### src/rtl/req_gnt_pkg.sv
// req_gnt_pkg: shared arbiter state encoding and one-hot helper
//   arb_state_e : ARB_IDLE (no owner) / ARB_GRANT (one owner holds gnt)
//   onehot      : 32-bit one-hot of idx, all-zero when idx >= n
package req_gnt_pkg;
    typedef enum logic {ARB_IDLE, ARB_GRANT} arb_state_e;
    function automatic logic [31:0] onehot(input int unsigned idx, input int unsigned n);
        return (idx < n) ? (32'd1 << idx) : 32'd0;
    endfunction
endpackage

### src/rtl/req_gnt_rr_arbiter_if.sv
// req_gnt_rr_arbiter_if: request/grant bundle between requesters and the arbiter
//   req       : one level-sensitive request per port (requester -> arbiter)
//   gnt       : registered one-hot-or-zero grant (arbiter -> requester)
//   gnt_valid : |gnt
//   gnt_idx   : owner index, 0 when no grant
//   master = requester side, slave = arbiter side
interface req_gnt_rr_arbiter_if #(
    parameter int N_REQ = 4
);
    logic [N_REQ-1:0]         req;
    logic [N_REQ-1:0]         gnt;
    logic                     gnt_valid;
    logic [$clog2(N_REQ)-1:0] gnt_idx;
    modport master (output req, input gnt, input gnt_valid, input gnt_idx);
    modport slave  (input req, output gnt, output gnt_valid, output gnt_idx);
endinterface

### src/rtl/rr_priority_pick.sv
// rr_priority_pick: combinational rotating-priority search
//   req_mask : candidate requests
//   base     : index with highest priority; search wraps N_REQ-1 -> 0
//   found    : any candidate set
//   idx      : first set candidate at or after base (0 when none)
module rr_priority_pick #(
    parameter int N_REQ = 4
) (
    input  logic [N_REQ-1:0]         req_mask,
    input  logic [$clog2(N_REQ)-1:0] base,
    output logic                     found,
    output logic [$clog2(N_REQ)-1:0] idx
);
    localparam int IDX_W = $clog2(N_REQ);
    logic [IDX_W:0]   cand;
    logic [IDX_W-1:0] cand_idx;
    // Walk offsets from farthest to nearest so the nearest hit is the last write.
    always_comb begin
        found    = 1'b0;
        idx      = '0;
        cand     = '0;
        cand_idx = '0;
        for (int k = N_REQ - 1; k >= 0; k--) begin
            cand = {1'b0, base} + (IDX_W + 1)'(k);
            // Explicit wrap so non power-of-two N_REQ never relies on overflow.
            if (cand >= (IDX_W + 1)'(N_REQ)) cand = cand - (IDX_W + 1)'(N_REQ);
            cand_idx = cand[IDX_W-1:0];
            if (req_mask[cand_idx]) begin
                found = 1'b1;
                idx   = cand_idx;
            end
        end
    end
endmodule

### src/rtl/req_gnt_rr_arbiter.sv
// req_gnt_rr_arbiter: registered round-robin arbiter with bounded hold under contention
//   clk : clock, all state on posedge
//   res : synchronous active-high reset
//   bus : slave side of req_gnt_rr_arbiter_if (req in; gnt, gnt_valid, gnt_idx out)
module req_gnt_rr_arbiter
    import req_gnt_pkg::*;
#(
    parameter int N_REQ    = 4,
    parameter int MAX_HOLD = 8
) (
    input logic               clk,
    input logic               res,
    req_gnt_rr_arbiter_if.slave bus
);
    localparam int IDX_W = $clog2(N_REQ);
    localparam int HC_W  = $clog2(MAX_HOLD) + 1;

    arb_state_e       state_q, state_d;
    logic [IDX_W-1:0] rr_ptr_q, rr_ptr_d;
    logic [HC_W-1:0]  hold_cnt_q, hold_cnt_d;
    logic [IDX_W-1:0] owner_q, owner_d;
    logic [N_REQ-1:0] gnt_q, gnt_d;
    logic             gnt_valid_q, gnt_valid_d;

    logic [31:0]      own_oh_w, pick_oh_w;
    logic [N_REQ-1:0] own_mask, pick_mask;
    logic [IDX_W-1:0] next_owner, pick_base, pick_idx;
    logic             pick_found, own_req, hold_max, hand_over;

    assign own_oh_w   = onehot(32'(owner_q), N_REQ);
    assign own_mask   = own_oh_w[N_REQ-1:0];
    assign next_owner = (owner_q == IDX_W'(N_REQ - 1)) ? '0 : owner_q + 1'b1;
    // One search serves both cases: all requests from rr_ptr when idle,
    // everyone but the owner starting just after it when granted.
    assign pick_mask  = (state_q == ARB_GRANT) ? (bus.req & ~own_mask) : bus.req;
    assign pick_base  = (state_q == ARB_GRANT) ? next_owner : rr_ptr_q;
    assign pick_oh_w  = onehot(32'(pick_idx), N_REQ);
    assign own_req    = bus.req[owner_q];
    assign hold_max   = (hold_cnt_q == HC_W'(MAX_HOLD - 1));
    // In GRANT, pick_found means another requester is waiting.
    assign hand_over  = pick_found && (!own_req || hold_max);

    rr_priority_pick #(.N_REQ(N_REQ)) u_pick (
        .req_mask (pick_mask),
        .base     (pick_base),
        .found    (pick_found),
        .idx      (pick_idx)
    );

    always_comb begin
        state_d    = state_q;
        rr_ptr_d   = rr_ptr_q;
        hold_cnt_d = hold_cnt_q;
        owner_d    = owner_q;
        gnt_d      = gnt_q;
        if (state_q == ARB_IDLE) begin
            if (pick_found) begin
                state_d    = ARB_GRANT;
                owner_d    = pick_idx;
                gnt_d      = pick_oh_w[N_REQ-1:0];
                hold_cnt_d = '0;
            end
        end else if (hand_over) begin
            owner_d    = pick_idx;
            gnt_d      = pick_oh_w[N_REQ-1:0];
            hold_cnt_d = '0;
            rr_ptr_d   = next_owner;
        end else if (!own_req) begin
            state_d    = ARB_IDLE;
            owner_d    = '0;
            gnt_d      = '0;
            hold_cnt_d = '0;
            rr_ptr_d   = next_owner;
        end else begin
            hold_cnt_d = hold_max ? hold_cnt_q : hold_cnt_q + 1'b1;
        end
        gnt_valid_d = (state_d == ARB_GRANT);
    end

    always_ff @(posedge clk) begin
        if (res) begin
            state_q     <= ARB_IDLE;
            rr_ptr_q    <= '0;
            hold_cnt_q  <= '0;
            owner_q     <= '0;
            gnt_q       <= '0;
            gnt_valid_q <= 1'b0;
        end else begin
            state_q     <= state_d;
            rr_ptr_q    <= rr_ptr_d;
            hold_cnt_q  <= hold_cnt_d;
            owner_q     <= owner_d;
            gnt_q       <= gnt_d;
            gnt_valid_q <= gnt_valid_d;
        end
    end

    // owner_q is cleared on release, so it doubles as gnt_idx.
    assign bus.gnt       = gnt_q;
    assign bus.gnt_valid = gnt_valid_q;
    assign bus.gnt_idx   = owner_q;
endmodule
### src/flat_wrapper.sv
// flat-port wrapper written by rule: the top's interface ports become plain ports
module req_gnt_rr_arbiter_flat import req_gnt_pkg::*;
#(
    parameter int N_REQ    = 4,
    parameter int MAX_HOLD = 8
)
  (clk, res, bus_req, bus_gnt, bus_gnt_valid, bus_gnt_idx);
  req_gnt_rr_arbiter_if #(.N_REQ(N_REQ)) bus_i ();
  input logic clk;
  input logic res;
  input wire logic [$bits(bus_i.req)-1:0] bus_req;
  output wire logic [$bits(bus_i.gnt)-1:0] bus_gnt;
  output wire logic [$bits(bus_i.gnt_valid)-1:0] bus_gnt_valid;
  output wire logic [$bits(bus_i.gnt_idx)-1:0] bus_gnt_idx;
  assign bus_i.req = bus_req;
  assign bus_gnt = bus_i.gnt;
  assign bus_gnt_valid = bus_i.gnt_valid;
  assign bus_gnt_idx = bus_i.gnt_idx;
  req_gnt_rr_arbiter #(.N_REQ(N_REQ), .MAX_HOLD(MAX_HOLD)) u_core (.clk(clk), .res(res), .bus(bus_i));
endmodule
### config.mk
export PLATFORM = sky130hd
export DESIGN_NAME = req_gnt_rr_arbiter_flat
export DESIGN_NICKNAME = d
export VERILOG_FILES = /design/src/rtl/req_gnt_pkg.sv /design/src/rtl/req_gnt_rr_arbiter_if.sv /design/src/rtl/rr_priority_pick.sv /design/src/rtl/req_gnt_rr_arbiter.sv /design/src/flat_wrapper.sv
export SDC_FILE = /design/constraint.sdc
export NUM_CORES = 1
export LEC_CHECK = 0
export ABC_AREA = 1
export BUFFER_PORTS_ARGS = -buffer_cell sky130_fd_sc_hd__buf_2
export CAP_MARGIN = 5
export CORE_MARGIN = 2
export CORE_UTILIZATION = 45
export CTS_BUF_LIST = sky130_fd_sc_hd__clkbuf_2 sky130_fd_sc_hd__clkbuf_4 sky130_fd_sc_hd__clkbuf_8
export DETAILED_ROUTE_END_ITERATION = 10
export PLACE_DENSITY = 0.61
export SLEW_MARGIN = 20
export SYNTH_ARGS = -nofsm -noshare
export SYNTH_HDL_FRONTEND = slang
export SYNTH_SLANG_ARGS = --single-unit
### constraint.sdc
create_clock -name clk -period 2.1 [get_ports clk]
set_clock_uncertainty 0.15 [all_clocks]
set_input_delay 0.21 -clock clk [delete_from_list [all_inputs] [get_ports clk]]
set_output_delay 0.21 -clock clk [all_outputs]
set_load 0.02 [all_outputs]
==> results of run 1 <==
## placed cells by master, fill, tap and decap left out, drive strengths merged
master	instances
nand2	74
a21boi	1
a31oi	1
a21oi	13
nor2	10
nand3	25
ha	5
o21ai	5
dfxtp	13
nand4	1
buf	26
inv	18
xnor2	1
clkbuf	4
## worst max path at each step
stage                                                  start                                  to  cells after the start  slack (ns)
final                     u_core.bus.gnt_idx[0]$_SDFFE_PP0P_      u_core.bus.gnt[0]$_SDFFE_PP0P_                     15        0.09
after global routing      u_core.bus.gnt_idx[0]$_SDFFE_PP0P_      u_core.bus.gnt[0]$_SDFFE_PP0P_                     15       -0.02
after CTS                 u_core.bus.gnt_idx[0]$_SDFFE_PP0P_      u_core.bus.gnt[0]$_SDFFE_PP0P_                     14       0.008
after detailed placement  u_core.bus.gnt_idx[1]$_SDFFE_PP0P_      u_core.bus.gnt[0]$_SDFFE_PP0P_                     15       -0.10
after global placement    u_core.bus.gnt_idx[1]$_SDFFE_PP0P_  u_core.bus.gnt_idx[0]$_SDFFE_PP0P_                     13       -0.05
after floorplan           u_core.bus.gnt_idx[1]$_SDFFE_PP0P_      u_core.bus.gnt[3]$_SDFFE_PP0P_                     15        0.06
## through the flow
step	setup slack (ns)	total power, mW	area, µm²
floorplan	0.0588	1.35	1070
global placement	-0.0516	1.68	1220
detailed placement	-0.105	1.70	1220
CTS	0.00761	1.91	1270
global route	-0.0210	2.55	1510
finish	0.0941	2.34	1510
## repair_timing
| action | 4_1_cts | 5_1_grt |
|---|---|---|
| pin swaps | 0 | 19 |
| setup endpoints to repair | 6 | 11 |
| setup buffers | 0 | 4 |
| resized for setup | 3 | 54 |
| cloned | 0 | 1 |
## metal layers
layer | wire length (µm) | vias to the layer above | global-route usage, %
li1 | - | 601 | -
met1 | 1300 | 533 | 26.9
met2 | 1430 | 13 | 36.7
met3 | 57 | 0 | 4.29
met4 | 0 | 0 | 3.85
met5 | 0 | - | 0
## state kept, by name (all words and copies together), names as in the netlist
signal	cells
u_core.bus.gnt	4
u_core.hold_cnt_q	4
u_core.bus.gnt_idx	2
u_core.rr_ptr_q	2
u_core.state_q	1
## power groups by stage
stage               registers, mW  clock network, mW  logic, mW
global route                0.411              0.183       1.95
global placement            0.382                  0       1.30
CTS                         0.381              0.172       1.35
detailed placement          0.384                  0       1.32
floorplan                   0.452                  0      0.894
finish                      0.401              0.165       1.78
## worst reg2reg max path, stage by stage (launching register included)
cell     delay (ns)
dfxtp_4        0.37
buf_4          0.14
ha_1           0.18
nand2_1        0.07
nand2_2        0.07
inv_2          0.09
nand3_4        0.08
nand2_4        0.09
nand2_2        0.07
nand2_2        0.07
nand2_2        0.08
nand2_2        0.09
nand2_4        0.07
nand2_4        0.09
nand3_2        0.08
a21oi_2        0.13
## kinds of logic after synthesis
logic type / Yosys count / synth area share, %
flops: 13 / 24.4
simple gates: 109 / 50.1
buf+inv: 20 / 8.08
xor+xnor: 1 / 0.820
fa+ha+maj: 5 / 5.85
compound gates: 20 / 10.8
## layout make-up
type | instances | area, µm² | share of cell area [%]
Sequential cell | 13 | 268 | 17.7
Clock buffer | 4 | 30.0 | 1.99
Timing Repair Buffer | 26 | 169 | 11.2
Tap cell | 28 | 35.0 | 2.32
Inverter | 18 | 70.1 | 4.63
Multi-Input combinational cell | 136 | 941 | 62.2
==> run_results.csv, run 1 <==
group,metric,value,unit
critical_path,max_stage_delay,0.37,ns
synthesis,ys_seq_elements,13,
sta,rsz0062_at_grt,"yes",
power_and_ir_drop,pwr-share-clk,7.0,%
critical_path,critical_path_class,"flop to flop",
critical_path,critPathMaxFanout,4,
clocking,htree_levels,1,
grt,grt_pass1_vias,1022,
min_path,hp-start,"res",
layout,stdcell_count,225,
grt,grt-ovfl-total,0,
placed_design,gp_congestion,0.858,
layout,nFillCells,187,
min_path,hold_end,"u_core.bus.gnt[0]$_SDFFE_PP0P_",
synthesis,syn_area,0.00107,mm²
critical_path,r2r_start,"u_core.bus.gnt_idx[0]$_SDFFE_PP0P_",
run,max_cap_viol_count,0,
synthesis,synth-seq-area-share,24.4,%
critical_path,crit_slowest_cell,"dfxtp_4",
detailed_routing,dr.pass1.iters,4,
die,fp.coreArea,0.00223,mm²
die,die-area,0.00278,mm²
sta,tightest_slew,0.234,ns
grt,grt_max_degree,11,
placed_design,dp_hpwl,2.04,mm
placed_design,dp.cells,216,
power_and_ir_drop,swShare,53.2,%
sta,min_period,2.01,ns
power_and_ir_drop,comb_power_share,75.9,%
die,die_x,52.7,µm
synthesis,syn-num-nets,179,
detailed_routing,wire_per_inst,12.4,µm
sta,slew_viol_final,0,
die,num_rows,17,
synthesis,synthFlopType,"dfxtp_1",
die,initial_core_util,47.8,%
clocking,clk_path_buf_depth,2,
critical_path,startpoint_type,"flop",
power_and_ir_drop,pwr-share-seq,17.1,%
clocking,clkTransAtPathRegs,0.07,ns
critical_path,rr_endpoint,"u_core.bus.gnt[0]$_SDFFE_PP0P_",
critical_path,cp-end-kind,"flop",
placed_design,io_buffers,12,
synthesis,yosys.area.top_type,"dfxtp_1",
min_path,hold_class,"primary input to flop",
sta,timing.final.crit_share,95.5,%
clocking,cts.sinks,13,
run_status,run_status,"complete, no violations",
sta,max_freq,499,MHz
die,die_h,52.7,µm
critical_path,rrSetupSlack,0.09,ns
power_and_ir_drop,leakage,0.752,nW
min_path,hold_depth,2,
power_and_ir_drop,p_int,1.10,mW
detailed_routing,vias,1147,
synthesis,synth_top_area_share,24.4,%
layout,nets,209,
layout,drive_gt1_share,47.2,%
critical_path,critical_path.cell_chain,"buf_4, ha_1, nand2_1, nand2_2, inv_2, nand3_4, nand2_4, nand2_2, nand2_2, nand2_2, nand2_2, nand2_4, nand2_4, nand3_2, a21oi_2",
synthesis,synth_area_per_cell,6.36,µm²
critical_path,cp.arrival,2.07,ns
sta,setup_viol,0,
critical_path,path_delay_family,"simple AND/OR/NAND/NOR gates",
clocking,postCtsHoldBufs,0,
grt,grtUsageTotal,21.1,%
synthesis,yosysWarnings,0,
sta,setup_tns,0,ns
grt,grt_pass1_wl,4.35,mm
synthesis,synth_commonest_cells,"nand2_1 (57), nand3_1 (25), inv_1 (17)",
synthesis,synth-edff-count,0,
power_and_ir_drop,power.density,1550,mW/mm²
layout,diodes,0,
detailed_routing,antenna_left,0,
synthesis,synth_cell_types,21,
critical_path,path_common_cell,"nand2_2",
grt,antenna_found_initial,0,
synthesis,synth.most_common_cell,"nand2_1",
clocking,clk_latency,0.27,ns
power_and_ir_drop,irDropWorstVdd,0.959,mV
layout,area_growth,41.6,%
sta,fin_hold_ws,0.0787,ns
detailed_routing,avgViaCountPerCell,5.10,
power_and_ir_drop,switchingPower,1.25,mW
critical_path,crit_required,2.16,ns
synthesis,synth_cells,168,
detailed_routing,drt_wl_total,2.78,mm
critical_path,path_buf_inv,2,
critical_path,r2r_cells,15,
clocking,cts_tree,"built",
die,ioPinCount,13,
sta,maxSlewHeadroom,84.4,%
clocking,cts_buffers,3,
detailed_routing,drt-initial-drc-count,20,
layout,final_util,67.7,%
synthesis,synthTopCellsByArea,"dfxtp_1 (24%), nand2_1 (20%), nand3_1 (12%)",
clocking,cts-root-buf,"clkbuf_4",
sta,hold_viol_final,0,
synthesis,synth-async-reset-ratio,0,%
detailed_routing,route.detailed.drc,0,
Note: power is estimated with default switching activity, not from simulation.
==> run 2: changes to the inputs <==
Settings changed: CORE_UTILIZATION 45 to 47, PLACE_DENSITY 0.61 to 0.64, SYNTH_HIERARCHICAL from default to 1.
==> run 2 against run 1 <==
The flow now finishes with violations (setup timing). Via count down 1.8%. Total power up 10%. Register-to-register slack worse by 0.16 ns. Critical path type unchanged. Critical endpoint is now u_core/bus.gnt_idx[1]$_SDFFE_PP0P_. Final area down 0.33%. Maximum frequency down 7.4%. Worst setup slack worse by 0.16 ns.
==> run_results.csv, run 2 <==
group,metric,value,unit
layout,final_util,69.5,%
detailed_routing,route.detailed.drc,0,
sta,max_freq,462,MHz
critical_path,crit_required,2.15,ns
detailed_routing,antenna_left,0,
die,ioPinCount,13,
synthesis,synth-seq-area-share,24.4,%
layout,nets,207,
die,die_h,51.6,µm
power_and_ir_drop,irDropWorstVdd,1.06,mV
clocking,htree_levels,1,
power_and_ir_drop,leakage,0.731,nW
sta,min_period,2.17,ns
clocking,cts_buffers,3,
layout,mostFrequentLayoutCell,"nand2_1",
clocking,cts-root-buf,"clkbuf_4",
clocking,cts.sinks,13,
placed_design,dp_slack,-0.124,ns
placed_design,gp_congestion,0.904,
sta,tightest_slew,0.259,ns
run,max_cap_viol_count,0,
placed_design,placed_area,0.00123,mm²
synthesis,yosys.area.top_type,"dfxtp_1",
run_status,violations,"setup timing",
grt,grt_pass1_wl,3.96,mm
placed_design,io_buffers,12,
synthesis,synth_area_per_cell,6.38,µm²
power_and_ir_drop,power.density,1710,mW/mm²
synthesis,synth_cells,167,
synthesis,synthFlopType,"dfxtp_1",
run_status,run_status,"finished, violations left",
grt,grt_pass1_vias,989,
critical_path,cp-end-kind,"flop",
synthesis,synth-async-reset-ratio,0,%
critical_path,startpoint_type,"flop",
synthesis,syn-num-nets,178,
synthesis,synth.most_common_cell,"nand2_1",
clocking,clk_path_buf_depth,2,
detailed_routing,drt_wl_total,2.65,mm
layout,stdcell_count,223,
die,fp.coreArea,0.00217,mm²
placed_design,dp.cells,214,
placed_design,dp_hpwl,1.78,mm
synthesis,synth_commonest_cells,"nand2_1 (57), a21oi_1 (17), inv_1 (16)",
clocking,cts_tree,"built",
sta,maxSlewHeadroom,82.7,%
sta,setup_viol,7,
critical_path,critPathMaxFanout,6,
layout,area_growth,41.6,%
synthesis,yosysWarnings,6,
sta,rsz0062_at_grt,"yes",
layout,stdcell_area,0.00151,mm²
synthesis,synthTopCellsByArea,"dfxtp_1 (24%), nand2_1 (20%), a21oi_1 (8.0%)",
sta,hold_viol_final,0,
clocking,clkTransAtPathRegs,0.08,ns
sta,timing.final.crit_share,103,%
layout,drive_gt1_share,50.8,%
grt,grt-ovfl-total,0,
die,num_rows,17,
grt,grt_max_degree,12,
detailed_routing,dr.pass1.iters,4,
synthesis,synth_top_area_share,24.4,%
grt,antenna_found_initial,0,
sta,finalWorstSetupSlack,-0.0650,ns
min_path,hold_class,"primary input to flop",
layout,final_cell_mix,"nand2_1 (45), buf_4 (13), buf_2 (12), nand2_2 (12), a21oi_1 (11)",
detailed_routing,avgViaCountPerCell,5.05,
critical_path,cp.arrival,2.22,ns
synthesis,ys_seq_elements,13,
clocking,clk_latency,0.27,ns
sta,slew_viol_final,0,
synthesis,synth-edff-count,0,
layout,diodes,0,
layout,nFillCells,177,
die,die_x,51.6,µm
detailed_routing,vias,1126,
synthesis,synth_cell_types,27,
critical_path,critical_path_class,"flop to flop",
die,die-area,0.00266,mm²
detailed_routing,wire_per_inst,11.9,µm
die,initial_core_util,49.1,%
grt,grtUsageTotal,19.0,%
synthesis,syn_area,0.00106,mm²
detailed_routing,drt-initial-drc-count,23,
## run 2: cell count changes after synthesis, sizes merged, moves of 2 or more
cell / delta
a21boi: +4
a21oi: +5
clkbuf: +2
inv: +3
nand2: -7
nand3: -12
nor2: +2
## run 2: critical path, stage by stage, from the launching register on
cell      delay (ns)
dfxtp_4         0.38
buf_6           0.12
o21ai_4         0.23
buf_12          0.15
nand2_1         0.09
o21ai_4         0.10
nand2_1         0.08
nand2_1         0.08
nand3_1         0.10
a21boi_2        0.22
inv_2           0.08
a21oi_1         0.12
nand2_1         0.08
a21oi_2         0.12
## run 2: repair_timing
action | in CTS | in global routing
resized for setup | 13 | 47
hold buffers | 0 | 0
setup endpoints to repair | 9 | 12
pin swaps | 2 | 22
buffers inserted | 0 | 5
## run 2: power by group
| part | switching [mW] | internal, mW |
|---|---|---|
| Combinational | 1.20 | 0.803 |
| Clock | 0.0812 | 0.0865 |
| Sequential | 0.0744 | 0.335 |
| Total | 1.36 | 1.23 |
## run 2: worst paths after layout
kind | start | endpoint | slack (ns) | cells past startpoint
setup reg to reg | u_core/bus.gnt_idx[0]$_SDFFE_PP0P_ | u_core/bus.gnt_idx[1]$_SDFFE_PP0P_ | -0.07 | 13
hold / removal | res | u_core/bus.gnt[0]$_SDFFE_PP0P_ | 0.10 | 2
setup / recovery | u_core/bus.gnt_idx[0]$_SDFFE_PP0P_ | u_core/bus.gnt_idx[1]$_SDFFE_PP0P_ | -0.07 | 13
hold reg to reg | u_core/rr_ptr_q[1]$_SDFFE_PP0P_ | u_core/rr_ptr_q[1]$_SDFFE_PP0P_ | 0.31 | 2
## run 2: per-stage QoR
stage | TNS [ns] | total power, mW | hold WS, ns
detailed placement | -0.641 | 1.88 | 0.300
CTS | 0 | 2.15 | 0.0813
floorplan | 0 | 1.51 | 0.226
finish | -0.254 | 2.58 | 0.102
global route | -1.47 | 2.78 | 0.120
global placement | -0.490 | 1.87 | 0.299
## run 2: logic make-up (layout without fill, tap and decap cells)
group / count (synthesis) / after routing / synth area share [%]
adder cells (fa/ha/maj): 5 / 5 / 5.88
flip-flops: 13 / 13 / 24.4
AO/OA/AOI/OAI: 29 / 29 / 16.5
AND/OR/NAND/NOR: 94 / 94 / 42.9
buffers and inverters: 26 / 54 / 10.3
## run 2: layer usage
layer / global-route usage [%] / share of wire (%)
met2: 32.5 / 49
met5: 0 / 0
met3: 2.59 / 2.3
met1: 24.9 / 47
met4: 5.26 / 1.4
## run 2: layout make-up
type / count / area [µm²] / area share (%)
multi-input combinational: 128 / 877 / 58.2
sequential: 13 / 269 / 17.8
timing repair buffer: 28 / 200 / 13.3
inverter: 22 / 96.3 / 6.39
tap: 28 / 35.0 / 2.32
clock buffer: 4 / 30.0 / 1.99
